==> config.mk <==
export PLATFORM = sky130hd
export DESIGN_NAME = event_counter_panel
export DESIGN_NICKNAME = d
export VERILOG_FILES = /design/src/rtl/event_panel_pkg.sv /design/src/rtl/key_debouncer.sv /design/src/rtl/event_counter_panel.sv
export SDC_FILE = /design/constraint.sdc
export NUM_CORES = 1
export LEC_CHECK = 0
export ABC_AREA = 1
export BUFFER_PORTS_ARGS = -buffer_cell sky130_fd_sc_hd__buf_2
export CAP_MARGIN = 0
export CORE_MARGIN = 1
export CORE_UTILIZATION = 40
export CTS_BUF_LIST = sky130_fd_sc_hd__clkbuf_4 sky130_fd_sc_hd__clkbuf_8 sky130_fd_sc_hd__clkbuf_16
export CTS_CLUSTER_DIAMETER = 120
export DETAILED_ROUTE_END_ITERATION = 8
export GPL_TIMING_DRIVEN = 0
export HOLD_SLACK_MARGIN = 0.08
export PLACE_DENSITY = 0.66
export SYNTH_ARGS = -nofsm -noshare
export SYNTH_HDL_FRONTEND = slang
export SYNTH_SLANG_ARGS = --single-unit
export TNS_END_PERCENT = 30
==> constraint.sdc <==
create_clock -name clk -period 3 [get_ports clk]
set_input_delay 0.15 -clock clk [delete_from_list [all_inputs] [get_ports clk]]
set_output_delay 0.15 -clock clk [all_outputs]
set_load 0.02 [all_outputs]
==> src/rtl/event_panel_pkg.sv <==
// Shared constants for the event counter panel: key roles, count-source encoding, select width.
// No datapath, so no latency or backpressure.
package event_panel_pkg;

    localparam int KEY_NEXT  = 0;
    localparam int KEY_CLEAR = 1;
    localparam int KEY_HOLD  = 2;
    localparam int KEY_MODE  = 3;

    typedef enum logic {
        MODE_EVENT = 1'b0,
        MODE_TICK  = 1'b1
    } mode_t;

    // Channel-select width; a single channel still gets one bit.
    function automatic int sel_w(input int n);
        return (n > 1) ? $clog2(n) : 1;
    endfunction

endpackage

==> src/rtl/key_debouncer.sv <==
// Per-key debouncer: level follows key_raw after DEB_CYCLES differing samples; press pulses with a rising level.
// Latency DEB_CYCLES cycles from a stable change; no backpressure.
module key_debouncer #(
    parameter int DEB_CYCLES = 100000
) (
    input  logic clk,
    input  logic reset,
    input  logic key_raw,
    output logic level,
    output logic press
);

    localparam int CW = $clog2(DEB_CYCLES + 1);
    localparam logic [CW-1:0] CNT_LAST = CW'(DEB_CYCLES - 1);

    logic [CW-1:0] stable_cnt;

    always_ff @(posedge clk) begin
        if (reset) begin
            level      <= 1'b0;
            press      <= 1'b0;
            stable_cnt <= '0;
        end else begin
            press <= 1'b0;
            if (key_raw == level) begin
                stable_cnt <= '0;
            end else if (stable_cnt == CNT_LAST) begin
                // This sample is the DEB_CYCLES-th consecutive disagreement.
                level      <= key_raw;
                press      <= key_raw;
                stable_cnt <= '0;
            end else begin
                stable_cnt <= stable_cnt + 1'b1;
            end
        end
    end

endmodule

==> src/rtl/event_counter_panel.sv <==
// Multi-channel event/timebase counter with TM1638 key control and a snapshot display register.
// Event count visible 3 edges after first high sample; key actions 1 cycle after press; no backpressure.
module event_counter_panel
    import event_panel_pkg::*;
#(
    parameter int TICK_DIV   = 50000000,
    parameter int N_CH       = 4,
    parameter int CNT_W      = 32,
    parameter int N_KEYS     = 8,
    parameter int DEB_CYCLES = 100000
) (
    input  logic                      clk,
    input  logic                      reset,
    input  logic [N_CH-1:0]           event_in,
    input  logic [N_KEYS-1:0]         keys_in,
    output logic                      tick,
    output logic [sel_w(N_CH)-1:0]    sel_ch,
    output logic [31:0]               display_data,
    output logic [7:0]                leds,
    output logic [7:0]                dots,
    output logic [N_CH-1:0]           ovf
);

    localparam int SEL_W = sel_w(N_CH);
    localparam logic [SEL_W-1:0] SEL_LAST = SEL_W'(N_CH - 1);

    localparam int PRE_W = (TICK_DIV > 1) ? $clog2(TICK_DIV) : 1;
    localparam logic [PRE_W-1:0] PRE_LAST = PRE_W'(TICK_DIV - 1);
    localparam logic [PRE_W-1:0] PRE_ARM  = PRE_W'(TICK_DIV - 2);

    // ---------------- timebase ----------------
    logic [PRE_W-1:0] pre_cnt;

    // tick is registered one count early so it is high exactly while pre_cnt == TICK_DIV-1.
    always_ff @(posedge clk) begin
        if (reset) begin
            pre_cnt <= '0;
            tick    <= 1'b0;
        end else begin
            pre_cnt <= (pre_cnt == PRE_LAST) ? '0 : pre_cnt + 1'b1;
            tick    <= (pre_cnt == PRE_ARM);
        end
    end

    // ---------------- event synchronisers ----------------
    logic [N_CH-1:0] ev_s1, ev_s2, ev_s3, ev_rise;

    always_ff @(posedge clk) begin
        if (reset) begin
            ev_s1   <= '0;
            ev_s2   <= '0;
            ev_s3   <= '0;
            ev_rise <= '0;
        end else begin
            ev_s1   <= event_in;
            ev_s2   <= ev_s1;
            ev_s3   <= ev_s2;
            ev_rise <= ev_s2 & ~ev_s3;
        end
    end

    // ---------------- keys ----------------
    logic [N_KEYS-1:0] key_lvl;
    logic [3:0]        key_press;

    for (genvar k = 0; k < N_KEYS; k++) begin : g_key
        if (k < 4) begin : g_fn
            key_debouncer #(.DEB_CYCLES(DEB_CYCLES)) u_deb (
                .clk     (clk),
                .reset   (reset),
                .key_raw (keys_in[k]),
                .level   (key_lvl[k]),
                .press   (key_press[k])
            );
        end else begin : g_aux
            logic press_unused;
            key_debouncer #(.DEB_CYCLES(DEB_CYCLES)) u_deb (
                .clk     (clk),
                .reset   (reset),
                .key_raw (keys_in[k]),
                .level   (key_lvl[k]),
                .press   (press_unused)
            );
        end
    end

    if (N_KEYS >= 8) begin : g_dots_trunc
        assign dots = key_lvl[7:0];
    end else begin : g_dots_pad
        assign dots = {{(8 - N_KEYS){1'b0}}, key_lvl};
    end

    logic do_next, do_clear, do_hold, do_mode, do_wipe;

    always_comb begin
        do_next  = key_press[KEY_NEXT];
        do_clear = key_press[KEY_CLEAR];
        do_hold  = key_press[KEY_HOLD];
        do_mode  = key_press[KEY_MODE];
        do_wipe  = do_clear | do_mode;
    end

    // ---------------- counters ----------------
    logic [CNT_W-1:0] cnt  [N_CH];
    mode_t            mode [N_CH];
    logic [N_CH-1:0]  cnt_inc;

    always_comb begin
        cnt_inc = '0;
        for (int ch = 0; ch < N_CH; ch++) begin
            cnt_inc[ch] = (mode[ch] == MODE_TICK) ? tick : ev_rise[ch];
        end
    end

    // CLEAR/MODE use the sel_ch from before any coincident NEXT, and win over an increment.
    always_ff @(posedge clk) begin
        if (reset) begin
            for (int ch = 0; ch < N_CH; ch++) begin
                cnt[ch]  <= '0;
                mode[ch] <= MODE_EVENT;
            end
            ovf <= '0;
        end else begin
            for (int ch = 0; ch < N_CH; ch++) begin
                if (do_wipe && (sel_ch == SEL_W'(ch))) begin
                    cnt[ch] <= '0;
                    ovf[ch] <= 1'b0;
                    if (do_mode) begin
                        mode[ch] <= (mode[ch] == MODE_EVENT) ? MODE_TICK : MODE_EVENT;
                    end
                end else if (cnt_inc[ch]) begin
                    cnt[ch] <= cnt[ch] + 1'b1;
                    if (&cnt[ch]) begin
                        ovf[ch] <= 1'b1;
                    end
                end
            end
        end
    end

    // ---------------- selection, hold, snapshot ----------------
    logic hold;
    logic act_q;

    always_ff @(posedge clk) begin
        if (reset) begin
            sel_ch       <= '0;
            hold         <= 1'b0;
            act_q        <= 1'b0;
            display_data <= '0;
        end else begin
            if (do_next) begin
                sel_ch <= (sel_ch == SEL_LAST) ? '0 : sel_ch + 1'b1;
            end
            if (do_hold) begin
                hold <= ~hold;
            end
            act_q <= do_next | do_wipe;
            // act_q reloads after the action has landed, so it sees the new channel and cleared count.
            if (act_q || (tick && !hold)) begin
                display_data <= 32'(cnt[sel_ch]);
            end
        end
    end

    always_comb begin
        leds              = '0;
        leds[3'(sel_ch)]  = 1'b1;
        leds[7]           = hold;
    end

endmodule

; ---- Yosys cells after proc, flatten, opt, wreduce, memory -nomap -nowiden
; Memories as Yosys holds them, arrays and structs flattened. A register that Yosys moved wholly into a read port is not among the register bits.
; Cells that the tools add are included.
; W data, S select, Z words.
[totals]
n_memories = 2
output_inout_bits = 55
ff_bits = 199
ramBits = 132
[classes]
n_reduce_logical = 38
magnitude_cmp = 2
n_mux = 66
addsub = 14
bitwise_logic = 29
eq_ne = 21
[memory_table]
columns = memory, depth, width, rd, rd_ports_with_merged_regs, write_ports, line
row1 = cnt, 4, 32, 5, 1, 4, event_counter_panel.sv:104  ; logic [CNT_W-1:0] cnt [N_CH];
row2 = mode, 4, 1, 4, 0, 4, event_counter_panel.sv:105  ; mode_t mode [N_CH];
[ops]
columns = operator, n
row1 = $mux W32, 8
row2 = $add A17 B1 Y17 const B, 8
row3 = $eq A17 B17 Y1 const B, 8
row4 = $reduce_and A33 Y1, 4
row5 = $add A32 B1 Y32 const B, 4
row6 = $mux W1, 56
row7 = $eq A26 B26 Y1 const B, 2
row8 = $reduce_or A3 Y1, 12
row9 = $add A26 B1 Y26 const B, 1
row10 = $reduce_and A2 Y1, 8
row11 = $or A1 B1 Y1, 14
row12 = $not A1 Y1, 13
row13 = $reduce_or A2 Y1, 5
row14 = $eq A1 B1 Y1, 8
row15 = $logic_and A1 B1 Y1, 6
row16 = $and A4 B4 Y4, 1
row17 = $eq A2 B2 Y1 const B, 2
row18 = $lt A2 B4 Y1 const B, 1
row19 = $not A4 Y4, 1
row20 = $add A2 B1 Y2 const B, 1
row21 = $demux W1 S2, 1
row22 = $eq A2 B1 Y1 const B, 1
row23 = $ge A2 B1 Y1 const B, 1
row24 = $logic_not A2 Y1, 1
row25 = 3 further kinds, 3

; ---- Longest topological paths before layout
; Gate-level depths: netlist of run 1.
[logic_depth]
ltp_word = 7
mapped_depth = 10

; ---- Hierarchy
; Synthesis of run 1 repeated with hierarchy kept, for this count alone.
[unflattened]
cells_unflattened = 2852
hier_area_um2 = 20537.2
[modules_own_cells]
columns = module, area_per_inst_um2, seq_area_each_um2, instances, cells_per_inst
row1 = event_counter_panel, 12784.8, 5625.4, 1, 1724
row2 = key_debouncer at g_key[0].g_fn.u_deb ..., 960.9, 380.4, 7, 140
row3 = key_debouncer at g_key[7].g_aux.u_deb, 1026.0, 380.4, 1, 148

; ---- Worst setup path before layout of run 1
; Ideal clock, no wire load.
[synth_path]
kind = reg2reg
from = register sel_ch[0]
to = memory cnt[0][0], enable pin
path_slack_ns = 0.338
period_less_slack_ns = 2.662
n_path_buf = 2
arrival_ns = 2.099
path_stages_with_launch = 7
t_required_ns = 2.438
setup_time_ns = 0.562
cell_sequence = dfxtp_1 inv_1 buf_2 buf_2 ha_1 nand2_4 nand3_1
[synth_lines]
columns = element, line
row1 = start: declaration, event_counter_panel.sv:17  ; output logic [sel_w(N_CH)-1:0] sel_ch,
row2 = start signal: assignment, event_counter_panel.sv:153  ; sel_ch <= (sel_ch == SEL_LAST) ? '0 : sel_ch + 1'b1;
row3 = end: declaration, event_counter_panel.sv:104

==> results.cfg, run 1 <==
[grt]
grt_pass1_wl_um = 84800
grt.total_usage = 0.207
grt_pass1_vias = 16532
grt_max_degree = 33
use_met1 = 0.286
grt_antenna_before_repair = 0
grt_overflow = 0
use_met2 = 0.320
top_usage_layer = met2
grt_util_met3 = 0.0452

[floorplan]
io_pins = 69
start_util = 0.404
fp.coreArea_um2 = 50100
rows = 82
dieArea_um2 = 51500
chipWidth_um = 227
die_h_um = 227

[sta]
whs_ns = 0.313
slew_violations = 0
worst_pin_slew_ns = 1.03
fmax_mhz = 372
final-setup-viol-count = 0
rsz0062_at_grt = false
slew-limit-headroom = 0.310
fin_worst_skew_ns = 0.0247
fin_crit_ns = 2.69
hold_viol_final = 0
post-route-period-util = 0.895
setup_tns_ns = 0

[layout]
final_common_cell = nand2_1
drive_gt1_frac = 0.111
antennaDiodeCount = 0
nets = 2951
syn_to_final_growth_pct = 13.8
fin_cells = 3624
most-common-layout-cells = nand2_1 (632), nor2_1 (539), inv_1 (317), dfxtp_1 (231), a21oi_1 (161)

[route]
drc = 0
ant_nets = 0
drtPass1Iterations = 7
vias = 17756
drtIter0Drc = 1265
wl_um = 52600
vias_per_cell = 4.90
wl_per_cell_um = 14.5

[synth]
avgSynthCellArea_um2 = 7.24
syn_inst = 2796
synth.top_cells.by_area = dfxtp_1 (23%), edfxtp_1 (20%), nand2_1 (12%)
ys_types = 47
synth.yosys.warnings = 0
synth_top_area_share = 0.228
ys_ff_latch = 363
async_reset_ff_frac = 0
syn_area_um2 = 20200
yosysTopAreaCell = dfxtp_1
synth_edf_count = 132
synth.yosys.seq_area_share = 0.424
synth-main-ff-cell = dfxtp_1

[clock_tree]
h-tree-depth = 2
post-cts-setup-buffers = 0
tritoncts = done
numCtsBuffers = 41
clk_root_buffer_cell = clkbuf_16
clkTransAtPathRegs_ns = 0.06
cts_buffer_depth = 3
clk_latency_ns = 0.58
cts_sinks = 363

[power_and_ir_drop]
leakagePower_uw = 0.00841
power_density_nw_per_um2 = 486
ir_drop_uv = 399

[worst_setup_path]
cpMostUsedCell = buf_2
worst-setup-path-type = reg2reg
crit_buf_inv = 3
slowest_stage = nand3_2
crit_fanout = 32
required_ns = 3.03
cp-start-kind = flop
crit_family = simple AND/OR/NAND/NOR gates
worst_setup_path_end_kind = flop
worstPathArrival_ns = 2.71
slowest_delay_ns = 0.68
crit_chain = buf_2 -> inv_1 -> buf_2 -> ha_1 -> nand2_4 -> nand3_2

[worst_hold_path]
hold_path.class = in2reg

[run]
max_cap_viol_count = 0

[place]
gp_congestion = 0.955
portBuffers = 65
dpl.hpwl_um = 39700
dp.cells = 3535

[run_status]
status = completed
==> power by group <==
part           total [µW]  internal [µW]  switching (µW)
Combinational         472            151             321
Sequential           5400           5230             165
Clock                5330           3160            2180
==> through the flow <==
step	setup slack, ns	util	area (µm²)	total power [µW]
final	0.315	0.460	23000	11200
after global routing	0.185	0.460	23000	11600
after CTS	0.131	0.460	23000	11300
after detailed placement	0.131	0.428	21400	5950
after global placement	-0.447	0.428	21400	5950
after floorplan	0.338	-	20200	5760
==> cell type report <==
cell class                      instances  area [µm²]
Buffer                                 67         438
Clock buffer                           59        1310
Clock inverter                         17         149
Fill cell                            5170       27000
Inverter                              330        1250
Multi-Input combinational cell       2038       10000
Sequential cell                       363        8590
Tap cell                              672         841
Timing Repair Buffer                   78         455
==> layer usage <==
metal,part of all wire,up-vias
li1,-,9210
met1,0.47,8001
met2,0.43,449
met3,0.072,96
met4,0.031,0
met5,0,-
==> path summary, 6_finish.rpt <==
| path | cells after the start | slack [ns] | startpoint | endpoint |
|---|---|---|---|---|
| worst max-delay path | 6 | 0.31 | sel_ch[1]$_SDFFE_PP0P_ | cnt[1][16]$_SDFFCE_PN0P_ |
| worst min-delay path | 4 | 0.31 | event_in[3] | ev_s1[3]$_SDFF_PP0_ |
| worst max register to register | 6 | 0.31 | sel_ch[1]$_SDFFE_PP0P_ | cnt[1][16]$_SDFFCE_PN0P_ |
| worst min register to register | 1 | 0.39 | ev_s3[1]$_SDFF_PP0_ | ev_rise[1]$_SDFF_PP0_ |
==> Yosys cell counts (all sizes together), types with 2 or more instances <==
master	number
inv	329
o21ai	137
o211ai	20
clkbuf	17
ha	18
a21oi	176
nor3b	2
dfxtp	231
o22ai	7
xnor2	37
nor2	597
nand3b	33
nand3	169
nand2	655
nand4	34
nor2b	2
nor3	53
and2	6
buf	50
o21bai	17
edfxtp	132
or2	9
xor2	61
==> cell families after synthesis <==
group	Yosys count	share of synthesized area
adders and majority gates	18	0.0111
DFF	363	0.424
xor gates and xnor gates	98	0.0424
other	1	0.000185
buffers and inverters	397	0.0832
and+or+nand+nor	1561	0.340
AOI/OAI and AO/OA	358	0.0985
==> repair_timing <==
action,CTS,global route
hold buffers,13,0
setup endpoints to repair,0,53
resized for setup,0,2
hold endpoints to repair,66,0
==> sequential cells by signal, summed over array words and instances, names as in the netlist, 4 cells and up <==
| name | flops |
|---|---|
| ovf | 4 |
| g_key.g_aux.u_deb.level | 4 |
| ev_s3 | 4 |
| g_key.g_fn.u_deb.level | 4 |
| ev_rise | 4 |
| cnt | 128 |
| g_key.g_fn.u_deb.press | 4 |
| pre_cnt | 26 |
| display_data | 32 |
| ev_s1 | 4 |
| mode | 4 |
| g_key.g_aux.u_deb.stable_cnt | 68 |
| g_key.g_fn.u_deb.stable_cnt | 68 |
| ev_s2 | 4 |
==> tightest hold or removal path: cells and delay by family <==
family | cells | cell delay (ns)
and+or+nand+nor | 1 | 0.07
buffers and inverters | 3 | 0.63
(Power assumes the default switching activity.)
==> run 2: changes to the inputs <==
--- a/config.mk
+++ b/config.mk
@@ -5,17 +5,15 @@
 export SDC_FILE = /design/constraint.sdc
 export NUM_CORES = 1
 export LEC_CHECK = 0
-export ABC_AREA = 1
 export BUFFER_PORTS_ARGS = -buffer_cell sky130_fd_sc_hd__buf_2
 export CAP_MARGIN = 0
 export CORE_MARGIN = 1
-export CORE_UTILIZATION = 40
+export CORE_UTILIZATION = 25
 export CTS_BUF_LIST = sky130_fd_sc_hd__clkbuf_4 sky130_fd_sc_hd__clkbuf_8 sky130_fd_sc_hd__clkbuf_16
 export CTS_CLUSTER_DIAMETER = 120
 export DETAILED_ROUTE_END_ITERATION = 8
-export GPL_TIMING_DRIVEN = 0
 export HOLD_SLACK_MARGIN = 0.08
-export PLACE_DENSITY = 0.66
+export PLACE_DENSITY = 0.5
 export SYNTH_ARGS = -nofsm -noshare
 export SYNTH_HDL_FRONTEND = slang
 export SYNTH_SLANG_ARGS = --single-unit
==> run 2 against run 1 <==
Against the previous run: via count decreased by 20%; non-clock buffer count fell by 48; critical path depth down 1; sequential share of layout area rose by 3.7 points; register-to-register slack gained 0.33 ns; utilization fell by 17 points; highest routed layer unchanged.
==> results.cfg, run 2 <==
[power_and_ir_drop]
combPwrFrac = 0.028
p_switching_uw = 2470
ir_drop_uv = 337
leakagePower_uw = 0.00658
p_int_uw = 8670
power_density_nw_per_um2 = 532
seq_power_share = 0.481
clockPowerShare = 0.492
switching_share = 0.222

[clock_tree]
cts_sinks = 363
clk_latency_ns = 0.57
clk_root_buffer_cell = clkbuf_16
clkTransAtPathRegs_ns = 0.06
h-tree-depth = 2
tritoncts = done
numCtsBuffers = 43
post-cts-setup-buffers = 0
cts_buffer_depth = 3

[sta]
worst_pin_slew_ns = 0.972
hold_viol_final = 0
slew_violations = 0
post-route-period-util = 0.785
whs_ns = 0.106
fin_crit_ns = 2.36
rsz0062_at_grt = false
final-setup-viol-count = 0
setup_tns_ns = 0
slew-limit-headroom = 0.348
fmax_mhz = 425
fin_worst_skew_ns = 0.0217

[synth]
synth.yosys.warnings = 0
yosysTopAreaCell = dfxtp_1
avgSynthCellArea_um2 = 9.59
ys_types = 58
synth_common_cells = dfxtp_1 (231), nor2_1 (215), nand2_1 (165), edfxtp_1 (132), a21oi_1 (129)
ys_ff_latch = 363
synth_top_area_share = 0.256
synth_edf_count = 132
syn_area_um2 = 18100
yosysMostFrequentCell = dfxtp_1
synth-main-ff-cell = dfxtp_1
synth.yosys.seq_area_share = 0.475
syn_inst = 1884
async_reset_ff_frac = 0
synth.top_cells.by_area = dfxtp_1 (26%), edfxtp_1 (22%), xnor2_1 (4.5%)

[floorplan]
io_pins = 69
die_h_um = 271
fp.coreArea_um2 = 71500
chipWidth_um = 271
start_util = 0.253
dieArea_um2 = 73300
rows = 98

[layout]
largest_register_ffs = 128
syn_to_final_growth_pct = 15.9
nets = 1969
antennaDiodeCount = 0
most-common-layout-cells = dfxtp_1 (229), nor2_1 (215), nand2_1 (165), edfxtp_1 (132), a21oi_1 (128)
largest_register = cnt
reg_top3 = cnt (128), g_key.g_fn.u_deb.stable_cnt (68), g_key.g_aux.u_deb.stable_cnt (68)
final_common_cell = dfxtp_1
drive_gt1_frac = 0.111

[place]
dpl.hpwl_um = 31300
gp_congestion = 0.819
portBuffers = 65

[worst_setup_path]
worst-setup-path-type = reg2reg
cp-start-kind = flop
crit_chain = ha_1 -> nand4_2 -> or4_4 -> or4_1 -> a21oi_1
worstPathArrival_ns = 2.77
slowest_delay_ns = 0.69
required_ns = 3.41
worst_setup_path_end_kind = flop
regToRegSetupSlack_ns = 0.64
crit_fanout = 15
slowest_stage = or4_4

[route]
drtPass1Iterations = 5
wl_per_cell_um = 15.3
ant_nets = 0
drtIter0Drc = 1128
vias_per_cell = 4.89
vias = 14282
wl_um = 44700
drc = 0

[worst_hold_path]
hold_path.class = in2reg

[grt]
grt_overflow = 0
grt_pass1_wl_um = 72500
grt_antenna_before_repair = 0
grt_pass1_vias = 13491
grt.total_usage = 0.120
grt_max_degree = 54

[run]
max_cap_viol_count = 0

[run_status]
status = completed
-- run 2: routing by layer --
| layer | part of all wire | routed length [µm] | GRT usage |
|---|---|---|---|
| met1 | 0.47 | 21000 | 0.166 |
| met2 | 0.44 | 19700 | 0.184 |
| met3 | 0.058 | 2610 | 0.0240 |
| met4 | 0.033 | 1480 | 0.0461 |
| met5 | 0 | 0 | 0 |
-- run 2: final timing paths --
path,startpoint,end,depth (start not counted)
setup / recovery,cnt[3][0]$_SDFFCE_PN0P_,cnt[3][26]$_SDFFCE_PN0P_,5
hold reg to reg,ev_s3[3]$_SDFF_PP0_,ev_rise[3]$_SDFF_PP0_,1
hold / removal,reset,g_key[6].g_aux.u_deb.level$_SDFFE_PP0P_,2
setup reg to reg,cnt[3][0]$_SDFFCE_PN0P_,cnt[3][26]$_SDFFCE_PN0P_,5
-- run 2: area by class of cell --
class | count | area [µm²]
inverters | 39 | 146
clock buffers | 67 | 1340
clock inverters | 12 | 153
fillers | 7441 | 50500
flip-flops and latches | 363 | 8590
well taps | 950 | 1190
repair buffers | 97 | 611
multi-input cells | 1393 | 8910
-- run 2: kinds of logic (layout without fill, tap and decap cells) --
kind of cell               count (synthesis)  count (layout)  share of synthesized area
AOI/OAI and AO/OA                        250             250                     0.0798
xor gates and xnor gates                 168             168                     0.0815
adders and majority gates                 18              18                     0.0125
buffers and inverters                    130             215                     0.0317
DFF                                      363             363                      0.475
muxes                                     51              51                     0.0508
other                                      1               3                   0.000208
and+or+nand+nor                          903             903                      0.268
-- run 2: worst max-delay path, delay by kind of cell (launching register included) --
kind	cells	cell delay, ns
adder cells (fa/ha/maj)	1	0.26
AO/OA/AOI/OAI	1	0.17
AND/OR/NAND/NOR	3	1.35
flip-flops	1	0.43
-- run 2: metrics by stage --
stage                     cell area, µm²  cells  power [µW]   util  setup slack, ns
after floorplan                    18100   1886        5610      -            0.176
after global placement             19300   2830        5750  0.270            0.672
after detailed placement           19300   2830        5760  0.270            0.645
after CTS                          20900   2921       11300  0.293            0.657
after global routing               20900   2921       11500  0.293            0.488
final                              20900   2921       11100  0.293            0.645
-- run 2: timing repair --
item | 4_1_cts | 5_1_grt
resized for setup | 0 | 0
hold buffers | 12 | 0
endpoints found under the hold margin | 25 | 0
-- run 2: power groups by stage --
stage	combinational (µW)	clock, µW	sequential, µW
6_report	310	5470	5350
5_1_grt	347	5820	5370
4_1_cts	317	5640	5340
3_5_place_dp	304	0	5450
3_3_place_gp	299	0	5450
2_1_floorplan	219	0	5390
==> run 3: changes to the inputs <==
==> constraint.sdc (replaced) <==
create_clock -name clk -period 2.47 [get_ports clk]
set_input_delay 0.1235 -clock clk [delete_from_list [all_inputs] [get_ports clk]]
set_output_delay 0.1235 -clock clk [all_outputs]
set_load 0.02 [all_outputs]
==> run 3 against run 2 <==
Against the previous run: sequential power is 21% higher; routed wire length is 1.5% higher; clock skew is 0.00086 ns lower; final cell count is 0.75% higher; largest cell class unchanged; design area is 0.71% higher; total power is 20% higher; largest power group is now sequential cells.
==> results.cfg, run 3 (synthesis gave the netlist of run 2 again) <==
[layout]
fin_cells = 2943
nets = 1989
syn_to_final_growth_pct = 16.8
antennaDiodeCount = 0
largest_register_ffs = 128
drive_gt1_frac = 0.116
largest_register = cnt
most-common-layout-cells = dfxtp_1 (229), nor2_1 (215), nand2_1 (165), edfxtp_1 (132), a21oi_1 (128)
reg_top3 = cnt (128), g_key.g_fn.u_deb.stable_cnt (68), g_key.g_aux.u_deb.stable_cnt (68)
nFillCells = 7393
final_common_cell = dfxtp_1

[worst_setup_path]
worst-setup-path-type = reg2reg
crit_fanout = 4
worstPathArrival_ns = 2.77
cp-start-kind = flop
required_ns = 2.93
worst_setup_path_end_kind = flop

[sta]
slew_violations = 0
fmax_mhz = 432
rsz0062_at_grt = false
fin_worst_skew_ns = 0.0209
post-route-period-util = 0.937
setup_tns_ns = 0
worst_pin_slew_ns = 0.990
hold_viol_final = 0
finalWorstSetupSlack_ns = 0.155
final-setup-viol-count = 0
slew-limit-headroom = 0.340
fin_crit_ns = 2.32

[clock_tree]
numCtsBuffers = 44
tritoncts = done
cts_sinks = 363
post_cts_resized = 0
cts_buffer_depth = 3
clkTransAtPathRegs_ns = 0.06
clk_root_buffer_cell = clkbuf_16
post-cts-setup-buffers = 0
clk_latency_ns = 0.57
h-tree-depth = 2
cts_hold_buf = 16

[power_and_ir_drop]
ir_drop_uv = 379
totalPowerFinal_uw = 13300
leakagePower_uw = 0.00667
power_density_nw_per_um2 = 631

[grt]
grt_overflow = 0
grt_pass1_wl_um = 73200
grt.total_usage = 0.122
grt_antenna_before_repair = 1
grt_pass1_vias = 13609
grt_max_degree = 39

[route]
wl_per_cell_um = 15.4
drtIter0Drc = 967
drtPass1Iterations = 6
vias = 14278
vias_per_cell = 4.85
drc = 0
ant_nets = 0
wl_um = 45400

[place]
gp_congestion = 0.856
dpl.hpwl_um = 32000
dp_slack_ns = 0.184
dp.cells = 2845
portBuffers = 65

[floorplan]
die_h_um = 271
io_pins = 69
rows = 98
dieArea_um2 = 73300
fp.coreArea_um2 = 71500
start_util = 0.253
chipWidth_um = 271

[run_status]
status = completed

[worst_hold_path]
hold_path.class = in2reg

[run]
max_cap_viol_count = 0
run 3: cell types whose count changed in the layout (fill, tap and decap cells not counted), moves of 2 or more:
cell	previous run	this run
buf_12	1	3
buf_4	20	33
bufinv_16	3	0
clkbuf_4	16	13
clkbuf_8	5	10
clkinv_1	0	5
dlygate4sd3_1	12	16
run 3: through the flow:
step | utilization | hold WS, ns | cell area [µm²]
6_report | 0.295 | 0.324 | 21100
4_1_cts | 0.295 | 0.296 | 21100
5_1_grt | 0.295 | 0.321 | 21100
3_5_place_dp | 0.272 | 0.369 | 19500
2_1_floorplan | - | 0.252 | 18100
3_3_place_gp | 0.272 | 0.369 | 19500
run 3: final timing paths:
check,start,end,slack (ns),depth (start not counted)
max reg2reg,g_key[6].g_aux.u_deb.stable_cnt[6]$_SDFF_PP0_,g_key[6].g_aux.u_deb.level$_SDFFE_PP0P_,0.15,5
min reg2reg,ev_s3[2]$_SDFF_PP0_,ev_rise[2]$_SDFF_PP0_,0.38,1
min,event_in[1],ev_s1[1]$_SDFF_PP0_,0.32,3
max,g_key[6].g_aux.u_deb.stable_cnt[6]$_SDFF_PP0_,g_key[6].g_aux.u_deb.level$_SDFFE_PP0P_,0.15,5
run 3: routing by layer:
layer  vias up  global-route usage  routed length, µm
met5         -                   0                  0
met4         0              0.0406               1200
met3        67              0.0248               2340
met2       273               0.197              20900
met1      6882               0.161              20900
li1       7056                   -                  -
run 3: final cells by class:
cell class	instances	area, µm²	share of cell area
multi-input cells	1393	8920	0.423
flip-flops and latches	363	8590	0.407
clock buffers	69	1390	0.0657
well taps	950	1190	0.0564
repair buffers	116	788	0.0374
inverters	39	146	0.00694
clock inverters	13	73.8	0.00350
run 3: critical path: stages (launching register included):
cell	delay [ns]
dfxtp_1	0.33
or4bb_1	0.51
nor4_1	0.49
mux2i_1	0.24
nor2_1	0.05
dlygate4sd3_1	0.57
run 3: report_power, final:
| part | switching (µW) | total [µW] | internal [µW] |
|---|---|---|---|
| Combinational | 234 | 392 | 158 |
| Clock | 2560 | 6420 | 3860 |
| Sequential | 176 | 6490 | 6320 |
| Total | 2970 | 13300 | 10300 |
